==> src/rtl/txll_arb.sv <==
// rtl/txll_arb.sv - frame-atomic round-robin arbiter for the SATA link-layer transmit port
// Optional stalled-frame watchdog enabled by defining SATA_TXARB_WDT_EN.
module txll_arb #(
  parameter int unsigned C_TIMEOUT = 1023
) (
  input  logic        phyclk,
  input  logic        phyreset_n,
  input  logic [31:0] req0_td,
  input  logic        req0_tsof_n,
  input  logic        req0_teof_n,
  input  logic        req0_tsrc_rdy_n,
  output logic        req0_tdst_rdy_n,
  output logic        req0_tdst_dsc_n,
  input  logic [31:0] req1_td,
  input  logic        req1_tsof_n,
  input  logic        req1_teof_n,
  input  logic        req1_tsrc_rdy_n,
  output logic        req1_tdst_rdy_n,
  output logic        req1_tdst_dsc_n,
  output logic [31:0] trn_td,
  output logic        trn_tsof_n,
  output logic        trn_teof_n,
  output logic        trn_tsrc_rdy_n,
  output logic        trn_tsrc_dsc_n,
  input  logic        trn_tdst_rdy_n,
  input  logic        trn_tdst_dsc_n,
  output logic [1:0]  grant,
  output logic        err_nosof,
  output logic        wdt_abort
);

  typedef enum logic [1:0] {
    S_IDLE = 2'd0,
    S_GNT0 = 2'd1,
    S_GNT1 = 2'd2
  } state_t;

  state_t state_q, state_d;
  logic   last_grant_q, last_grant_d;

  logic        busy;
  logic        sel;
  logic [31:0] g_td;
  logic        g_sof_n, g_eof_n, g_vld_n;
  logic        beat_acc;
  logic        wdt_fire;
  logic        elig0, elig1;

  if ((C_TIMEOUT < 2) || (C_TIMEOUT > 65535)) begin : g_bad_timeout
    $error("txll_arb: C_TIMEOUT out of range");
  end

  assign busy     = (state_q == S_GNT0) || (state_q == S_GNT1);
  assign sel      = (state_q == S_GNT1);
  assign g_td     = sel ? req1_td         : req0_td;
  assign g_sof_n  = sel ? req1_tsof_n     : req0_tsof_n;
  assign g_eof_n  = sel ? req1_teof_n     : req0_teof_n;
  assign g_vld_n  = sel ? req1_tsrc_rdy_n : req0_tsrc_rdy_n;
  assign beat_acc = busy && !g_vld_n && !trn_tdst_rdy_n;
  assign elig0    = !req0_tsrc_rdy_n && !req0_tsof_n;
  assign elig1    = !req1_tsrc_rdy_n && !req1_tsof_n;

`ifdef SATA_TXARB_WDT_EN
  localparam logic [15:0] WDT_LAST = 16'(C_TIMEOUT - 1);

  logic [15:0] wdt_cnt_q, wdt_cnt_d;

  // Held at zero while idle, so every grant starts counting from zero.
  always_comb begin
    wdt_cnt_d = '0;
    if (busy && !beat_acc) begin
      wdt_cnt_d = wdt_cnt_q + 16'd1;
    end
  end

  always_ff @(posedge phyclk) begin
    if (!phyreset_n) begin
      wdt_cnt_q <= '0;
    end else begin
      wdt_cnt_q <= wdt_cnt_d;
    end
  end

  assign wdt_fire = busy && (wdt_cnt_q == WDT_LAST);
`else
  assign wdt_fire = 1'b0;
`endif

  always_ff @(posedge phyclk) begin
    if (!phyreset_n) begin
      state_q      <= S_IDLE;
      last_grant_q <= 1'b1;
    end else begin
      state_q      <= state_d;
      last_grant_q <= last_grant_d;
    end
  end

  always_comb begin
    state_d         = state_q;
    last_grant_d    = last_grant_q;
    trn_td          = '0;
    trn_tsof_n      = 1'b1;
    trn_teof_n      = 1'b1;
    trn_tsrc_rdy_n  = 1'b1;
    trn_tsrc_dsc_n  = 1'b1;
    req0_tdst_rdy_n = 1'b1;
    req1_tdst_rdy_n = 1'b1;
    req0_tdst_dsc_n = 1'b1;
    req1_tdst_dsc_n = 1'b1;
    grant           = 2'b00;
    err_nosof       = 1'b0;
    wdt_abort       = 1'b0;

    case (state_q)
      S_IDLE: begin
        if (phyreset_n) begin
          // Head beats without SOF are swallowed so a requester can never wedge the port.
          if (!req0_tsrc_rdy_n && req0_tsof_n) begin
            req0_tdst_rdy_n = 1'b0;
            err_nosof       = 1'b1;
          end
          if (!req1_tsrc_rdy_n && req1_tsof_n) begin
            req1_tdst_rdy_n = 1'b0;
            err_nosof       = 1'b1;
          end
          if (elig0 && elig1) begin
            state_d = last_grant_q ? S_GNT0 : S_GNT1;
          end else if (elig0) begin
            state_d = S_GNT0;
          end else if (elig1) begin
            state_d = S_GNT1;
          end
        end
      end

      S_GNT0, S_GNT1: begin
        trn_td         = g_td;
        trn_tsof_n     = g_sof_n;
        trn_teof_n     = g_eof_n;
        trn_tsrc_rdy_n = g_vld_n;
        grant          = sel ? 2'b10 : 2'b01;
        if (sel) begin
          req1_tdst_rdy_n = trn_tdst_rdy_n;
        end else begin
          req0_tdst_rdy_n = trn_tdst_rdy_n;
        end

        // Link discontinue and watchdog abort both outrank a same-cycle EOF.
        if (!trn_tdst_dsc_n || wdt_fire) begin
          if (sel) begin
            req1_tdst_dsc_n = 1'b0;
          end else begin
            req0_tdst_dsc_n = 1'b0;
          end
          trn_tsrc_dsc_n = !wdt_fire;
          wdt_abort      = wdt_fire;
          state_d        = S_IDLE;
          last_grant_d   = sel;
        end else if (beat_acc && !g_eof_n) begin
          state_d      = S_IDLE;
          last_grant_d = sel;
        end
      end

      default: begin
        state_d = S_IDLE;
      end
    endcase
  end

endmodule

==> config.mk <==
export PLATFORM = sky130hd
export DESIGN_NAME = txll_arb
export DESIGN_NICKNAME = d
export VERILOG_FILES = /design/src/rtl/txll_arb.sv
export SDC_FILE = /design/constraint.sdc
export NUM_CORES = 1
export LEC_CHECK = 0
export CORE_MARGIN = 10
export CORE_UTILIZATION = 28
export CTS_CLUSTER_DIAMETER = 100
export DETAILED_ROUTE_END_ITERATION = 7
export HOLD_SLACK_MARGIN = 0.15
export PLACE_DENSITY = 0.87
export SLEW_MARGIN = 20
export SYNTH_ARGS = -nofsm -noshare
export SYNTH_HDL_FRONTEND = slang
export SYNTH_SLANG_ARGS = --single-unit
==> constraint.sdc <==
create_clock -name phyclk -period 2.92 [get_ports phyclk]
set_clock_uncertainty 0.2 [all_clocks]
set_input_delay 0.73 -clock phyclk [delete_from_list [all_inputs] [get_ports phyclk]]
set_output_delay 0.73 -clock phyclk [all_outputs]
set_load 0.05 [all_outputs]
; After elaboration in Yosys (flattened, before gate mapping)
; Index checks and enable logic that the tools add are counted.
[totals]
regBits = 3
in_bits = 74
out_inout_bits = 44
wordCells = 64
[classes]
n_eq_ne = 5
muxes = 37
n_reduce_logical = 20
[op_table]
columns = operator, n
row1 = 32-bit two-way mux, 2
row2 = 1-bit two-way mux, 24
row3 = 2-bit two-way mux, 8
row4 = 1-bit logical AND, 8
row5 = 1-bit logical NOT, 7
row6 = "4-bit inequality test, second input constant", 1
row7 = 1-bit one-hot mux with 2 select lines, 2
row8 = 2-bit one-hot mux with 2 select lines, 1
row9 = 2-bit AND reduction, 2
row10 = "3-bit inequality test, second input constant", 1
row11 = "2-bit by 1-bit == test with 1-bit output, second input constant", 1
row12 = "2-bit == test, second input constant", 1
row13 = 2-bit logical NOT, 1
row14 = "2-bit by 1-bit inequality test with 1-bit output, second input constant", 1
row15 = 2-bit OR reduction, 1
row16 = 1-bit logical OR, 1

; Depth between registers and ports, before layout
; Gate-level depths: netlist (run 1).
[logic_depth]
word_depth = 9
depth_mapped = 7
mapped_depth_nobuf = 6

; Worst setup path after synthesis (run 1)
; Ideal clock, no wire load.
[synth_timing]
kind = flip-flop to output port
startpoint = register state_q[0]
endpoint = output port trn_td[0]
arrival_time_ps = 1820
required_ps = 1990
slack_ps = 170
path_stages_with_launch = 6
n_path_buf = 2
path_cell_list = dfxtp_1 > inv_1 > ha_1 > buf_2 > clkbuf_1 > nor2b_1
[synth_via]
elab_chain_len = 3
elab_cells_between_ends = 5
cone_classes = eq/ne: 2 / mux: 2 / reduce/logical: 1
[synth_rtl]
columns = item, line
row1 = start: declaration, 38  ; state_t state_q, state_d;
row2 = start signal: assignment, 94  ; state_q <= state_d;
row3 = 2-bit == test or 2-bit by 1-bit == test with 1-bit output (tied branches), "54, 115"
row4 = 32-bit two-way mux or 2-bit OR reduction (tied branches), "55, 115"
row5 = 32-bit two-way mux (*), 115  ; case (state_q)
row6 = end: declaration, 20  ; output logic [31:0] trn_td,
; Mark *: on every way between the ends. The rest lies on a longest branch, timed or not.

; Worst setup path in the final report (run 1)
[layout_timing]
startpoint = input port req1_tsrc_rdy_n
endpoint = output port req1_tdst_rdy_n
[layout_via]
elab_chain_len = 5
[layout_rtl]
columns = item, line
row1 = start: declaration, 17  ; input logic req1_tsrc_rdy_n,
row2 = 1-bit logical NOT, 123  ; if (!req1_tsrc_rdy_n && req1_tsof_n) begin
row3 = 1-bit logical AND, 123
row4 = 1-bit two-way mux, 123
row5 = 1-bit two-way mux, 117  ; if (phyreset_n) begin
row6 = 1-bit one-hot mux with 2 select lines, 115
row7 = end: declaration, 18  ; output logic req1_tdst_rdy_n,
; No other way between the ends.

==> run summary, run 1 <==
Worst reg2reg path depth: 7
Aggregate global-route resource usage: 15.89%
Maximum number of pins on one net before global-route repair: 40
Most common cell after layout, fill and taps aside: sky130_fd_sc_hd__clkdlybuf4s50_1
Worst-margin pin slew: 0.5189 ns
WP data required: 1.99 ns
Synthesized flop and latch total: 3
Routability congestion estimate: 0.7783
Via count: 1294
Path type of the worst setup path: in2out
Maximum fanout encountered on the critical timing path: 5
Startpoint of the most critical setup path: req1_tsrc_rdy_n
Cells along the critical path: clkdlybuf4s50_1 > nand3b_1 > a211o_1 > buf_4
Total routed wirelength: 5147 um
Height of the chip: 78.47 um
Clock Pin Slew Worst Setup and Hold Paths: 0.04 ns
Number of antenna violations at the first check in global routing: 0
Post-route insts no fill: 284
Share of final-layout standard cells stronger than drive strength 1: 21.43%
Peak ir drop on the vdd network: 506.9 uV
CP startpoint kind: input pin
Netlist Area Pre-Place: 957.2 um^2
Buf/Inv on CP: 2
Input/output buffers: 115
Part of the Yosys area used for sequential elements: 6.275%
Critical path endpoint: req1_tdst_rdy_n
Average detailed-routed wire length per instance: 18.12 um
Static power due to leakage: 1.012 nW
Final Cell Area: 0.002571 mm^2
Outcome: complete, no violations
Maximum clock rate: 353.7 MHz
Endpoint of the worst register-to-register path: last_grant_q
Placed inst area: 0.002531 mm^2
Via count of the first global-routing pass: 1399
Number of maximum-capacitance violations: 0
Floorplan Core Area: 0.003311 mm^2
Wire length of the first global-routing pass: 7907 um
Site row count: 21
Finish-stage setup viols: 0
Final cycle utilization of the critical path: 96.83%
Hold crit path type: reg2reg
Hold bufs inserted after CTS: 0
Power per cell area: 818.3 mW/mm^2
Worst slew margin relative to its limit: 65.30%
Syn. warnings: 0
Arrival time worst endpoint: 1.90 ns
Synthesized net count: 204
Number of cells on the critical path: 4
Fin util: 77.66%
First-iteration detailed-routing DRC count: 49
CTS buffer count: 3
Critical path's top delay family: buffers and inverters
Root buffer cell: sky130_fd_sc_hd__clkbuf_4
Initial core utilization: 28.91%
Clock insertion delay at the later pin of the skew report: 0.24 ns
Cells after Synth: 125
Reg area: 60.06 um^2
Netlist cell types: 26
Antenna fix cells: 0
Final Slew Violations: 0
Count of unresolved DRC violations after routing: 0
Depth of the CTS H-tree: 1
Worst setup EP type: primary output
Worst path max stage delay: 0.48 ns
Clock Sink Count: 3
Net total in the final layout: 318
Hold Crit Depth: 2
Total negative slack for setup checks: 0 ns
Source of the worst register-to-register timing path: state_q[1]
Unrepaired setup endpoints after global routing: no
Post-layout worst setup margin: 0.09265 ns
Endpoints failing hold: 0
Dpl hpwl: 4505 um
Crit-path slowest cell: sky130_fd_sc_hd__clkdlybuf4s50_1
TritonCTS clock tree: yes
Mean area per synthesized cell: 7.657 um^2
Die Width: 78.47 um
Number of top-level pins: 118
Shortest period the worst path allows: 2.827 ns
Worst Setup Slack post-DPL: 0.08946 ns
Area of the die: 0.006157 mm^2
Via density: 4.556
Antenna Violating Nets Remaining: 0
R2R Setup Slk: 0.94 ns
Multi-input combinational cell area: 828.3 um^2
Number of cells in the design after placement: 280
Length of the first detailed-routing pass in iterations: 4
Total gr overflow: 0
Area overhead of the layout relative to synthesis: 168.6%
Commonest non-fill, non-tap cells in the layout: sky130_fd_sc_hd__clkdlybuf4s50_1 (75), sky130_fd_sc_hd__buf_12 (39), sky130_fd_sc_hd__mux2i_1 (36)
Bufs on Longest Clock Path: 2
Hold Worst Slack: 0.2945 ns
Overall power: 2.104 mW
Filler cell count in the final layout: 221
## layer usage
layer,GRT usage (%),part of all wire [%],vias to the layer above
met5,0,0,-
met4,3.943,0.78,0
met3,3.417,4.8,2
met2,30.43,56,49
met1,17.08,39,598
li1,-,-,645
## how the worst min path moves through the flow
stage	startpoint	to	slack [ns]
6_report	last_grant_q	last_grant_q	0.29
5_1_grt	last_grant_q	last_grant_q	0.32
4_1_cts	last_grant_q	last_grant_q	0.29
3_5_place_dp	last_grant_q	last_grant_q	0.28
3_3_place_gp	last_grant_q	last_grant_q	0.28
2_1_floorplan	last_grant_q	last_grant_q	0.25
## sequential cells by signal (all words and copies together), names as in the netlist
register      count
state_q           2
last_grant_q      1
## layout make-up
class | count | area share (%)
clock buffers | 4 | 1.022
inverters | 5 | 0.7299
multi-input cells | 106 | 32.21
flip-flops and latches | 3 | 2.336
well taps | 46 | 2.238
repair buffers | 120 | 61.46
## timing repair
item                                   CTS  global route
resized for setup                        0             2
setup endpoints to repair                0            26
endpoints found under the hold margin    0             0
buffers inserted                         0             0
## worst min-delay path, cell delays in order, from the launching register on
cell and delay (ns):
sky130_fd_sc_hd__dfxtp_1 0.33, sky130_fd_sc_hd__mux2i_1 0.08, sky130_fd_sc_hd__nand2_1 0.06
## cells by family after synthesis
logic type               share of synthesized area, %
other                                          0.7846
adder cells (fa/ha/maj)                         6.536
AO/OA/AOI/OAI                                   6.929
flip-flops                                      6.275
buffers and inverters                           8.496
AND/OR/NAND/NOR                                 31.90
multiplexers                                    39.09
## cell usage after synthesis
cell,number,area [um^2]
sky130_fd_sc_hd__o21ai_0,2,10.01
sky130_fd_sc_hd__nand2b_1,2,12.51
sky130_fd_sc_hd__mux2i_2,1,13.76
sky130_fd_sc_hd__nand3b_1,3,22.52
sky130_fd_sc_hd__and3_1,1,6.260
sky130_fd_sc_hd__nor2_1,2,7.510
sky130_fd_sc_hd__a211o_1,1,8.760
sky130_fd_sc_hd__nand4b_1,1,8.760
sky130_fd_sc_hd__nor3_1,1,5.000
sky130_fd_sc_hd__a21oi_1,2,10.01
sky130_fd_sc_hd__o311ai_0,1,8.760
sky130_fd_sc_hd__buf_2,5,25.02
sky130_fd_sc_hd__nor2_2,1,6.260
sky130_fd_sc_hd__nor2b_1,33,206.5
sky130_fd_sc_hd__mux2i_1,36,360.4
sky130_fd_sc_hd__o22ai_1,2,12.51
sky130_fd_sc_hd__a41oi_1,1,8.760
sky130_fd_sc_hd__nand2_1,8,30.03
sky130_fd_sc_hd__dfxtp_1,3,60.06
sky130_fd_sc_hd__clkbuf_1,3,11.26
sky130_fd_sc_hd__ha_1,5,62.56
sky130_fd_sc_hd__conb_1,2,7.510
sky130_fd_sc_hd__buf_4,2,15.01
sky130_fd_sc_hd__o211ai_1,1,7.510
sky130_fd_sc_hd__buf_6,1,11.26
sky130_fd_sc_hd__inv_1,5,18.77
## where the power goes
group	total [mW]	internal [mW]	switching, mW	leakage [nW]
clock network	0.0768	0.0515	0.0254	0.0150
logic	1.96	0.921	1.04	0.972
registers	0.0640	0.0517	0.0123	0.0246
total	2.10	1.02	1.08	1.01
Power figures use the tool's default switching activity.
==> inputs of run 2 (changes only) <==
--- a/config.mk
+++ b/config.mk
@@ -6,12 +6,13 @@
 export NUM_CORES = 1
 export LEC_CHECK = 0
 export CORE_MARGIN = 10
-export CORE_UTILIZATION = 28
+export CORE_UTILIZATION = 24
 export CTS_CLUSTER_DIAMETER = 100
 export DETAILED_ROUTE_END_ITERATION = 7
 export HOLD_SLACK_MARGIN = 0.15
-export PLACE_DENSITY = 0.87
+export PLACE_DENSITY = 0.79
 export SLEW_MARGIN = 20
 export SYNTH_ARGS = -nofsm -noshare
 export SYNTH_HDL_FRONTEND = slang
 export SYNTH_SLANG_ARGS = --single-unit
+export TNS_END_PERCENT = 100
==> constraint.sdc (replaced) <==
create_clock -name phyclk -period 2.3 [get_ports phyclk]
set_clock_uncertainty 0.2 [all_clocks]
set_input_delay 0.575 -clock phyclk [delete_from_list [all_inputs] [get_ports phyclk]]
set_output_delay 0.575 -clock phyclk [all_outputs]
set_load 0.05 [all_outputs]
==> run summary, run 2 (synthesis gave the netlist of run 1 again) <==
Outcome: finished with violations
Violated checks: negative setup slack
Depth of the CTS H-tree: 1
Cell repeated most along the worst path: sky130_fd_sc_hd__buf_12
Number of top-level pins: 118
Maximum number of pins on one net before global-route repair: 13
Count of unresolved DRC violations after routing: 0
CTS buffer count: 3
Via count: 1523
Path type of the worst setup path: reg2out
Hold path startpoint: last_grant_q
Multi-input combinational cell area: 0.001406 mm^2
Via density: 4.913
Power per cell area: 1055 mW/mm^2
First-iteration detailed-routing DRC count: 57
Reg area: 67.56 um^2
Maximum fanout encountered on the critical timing path: 6
Clock Pin Slew Worst Setup and Hold Paths: 0.03 ns
Arrival time worst endpoint: 1.61 ns
Cells along the critical path: inv_4 > ha_4 > buf_12 > buf_16 > mux2i_1 > nor2b_2 > buf_12
Length of the first detailed-routing pass in iterations: 4
Worst path max stage delay: 0.34 ns
WP data required: 1.52 ns
Area of the die: 0.006914 mm^2
Antenna fix cells: 0
Via count of the first global-routing pass: 1743
Aggregate global-route resource usage: 17.45%
Site row count: 22
Die Width: 83.15 um
Clock Sink Count: 3
Static power due to leakage: 1.291 nW
Dpl hpwl: 4549 um
Biggest registers after layout: state_q (2), last_grant_q (1)
Filler cell count in the final layout: 155
Share of final-layout standard cells stronger than drive strength 1: 56.49%
Post-layout worst setup margin: -0.08716 ns
Initial core utilization: 25.38%
Number of maximum-capacitance violations: 0
Source of the worst register-to-register timing path: state_q[0]
Post-route insts no fill: 310
Placed inst area: 0.002845 mm^2
Critical path's top delay family: buffers and inverters
Worst Setup Slack post-DPL: -0.1503 ns
Bufs on Longest Clock Path: 2
Flip-flop count of the largest register, all copies and words added: 2
Peak ir drop on the vdd network: 736.0 uV
Maximum clock rate: 418.9 MHz
Most common cell after layout, fill and taps aside: sky130_fd_sc_hd__clkdlybuf4s50_1
Floorplan Core Area: 0.003771 mm^2
Buf/Inv on CP: 4
Crit-path slowest cell: sky130_fd_sc_hd__dfxtp_4
Area overhead of the layout relative to synthesis: 257.0%
Endpoints failing hold: 0
Hold crit path type: reg2reg
Final cycle utilization of the critical path: 103.8%
Final Cell Area: 0.003417 mm^2
Top reg by flops: state_q
Startpoint of the most critical setup path: state_q[0]
Number of antenna violations at the first check in global routing: 0
Hold Worst Slack: 0.3014 ns
Total gr overflow: 0
Total routed wirelength: 6817 um
Finish-stage setup viols: 36
TritonCTS clock tree: yes
Wire length of the first global-routing pass: 9880 um
Number of cells in the design after placement: 293
Net total in the final layout: 342
Final Slew Violations: 0
Antenna Violating Nets Remaining: 0
Clock insertion delay at the later pin of the skew report: 0.22 ns
Root buffer cell: sky130_fd_sc_hd__clkbuf_8
Unrepaired setup endpoints after global routing: yes
Height of the chip: 83.15 um
Average detailed-routed wire length per instance: 21.99 um
Shortest period the worst path allows: 2.387 ns
CP startpoint kind: flop
Routability congestion estimate: 0.8615
Worst setup EP type: primary output
Commonest non-fill, non-tap cells in the layout: sky130_fd_sc_hd__clkdlybuf4s50_1 (67), sky130_fd_sc_hd__buf_12 (42), sky130_fd_sc_hd__nor2b_4 (28)
Input/output buffers: 115
run 2: worst paths after layout:
path	end	slack, ns	cells after the start
max	trn_td[0]	-0.09	7
min	last_grant_q	0.30	2
max reg2reg	last_grant_q	0.05	10
min reg2reg	last_grant_q	0.30	2
run 2: area by class of cell:
| class | instances | share of cell area [%] |
|---|---|---|
| tap | 48 | 1.758 |
| timing repair buffer | 144 | 53.17 |
| sequential | 3 | 1.977 |
| multi-input combinational | 106 | 41.16 |
| clock buffer | 4 | 1.318 |
| inverter | 5 | 0.6225 |
run 2: timing repair:
item                       CTS  global route
pin swaps                    4             4
cloned                       1             0
setup endpoints to repair   39            38
buffers inserted             9             3
hold buffers                 0             0
resized for setup           63            16
run 2: report_power, final:
group          leakage (nW)  internal, mW  total (mW)  switching [mW]
sequential           0.0260        0.0698      0.0866          0.0168
clock                0.0228         0.118       0.152          0.0337
combinational          1.24          1.74        3.37            1.63
total                  1.29          1.93        3.60            1.68
run 2: worst reg2reg max path, delay by kind of cell, from the launching register on:
family | cells | cell delay (ns)
flops | 1 | 0.35
fa+ha+maj | 1 | 0.21
simple gates | 1 | 0.06
compound gates | 1 | 0.30
buf+inv | 5 | 0.60
mux | 2 | 0.42
run 2: metal layers:
layer  track usage (%)  vias up  share of wire, %
met5                 0        -                 0
li1                  -      702                 -
met1             16.99      713                33
met2             33.31       94                55
met4             4.000        0               1.8
met3             6.836       14                10
run 2: metrics by stage:
step                      setup TNS, ns  total power, mW  utilization (%)
final                            -1.456            3.605            90.61
after global routing             -3.301            3.729            90.61
after CTS                       -0.7473            3.456            87.43
after detailed placement        -0.5166            2.920            75.45
after global placement          -0.4257            2.897            75.45
after floorplan                 -0.4021            1.684                -
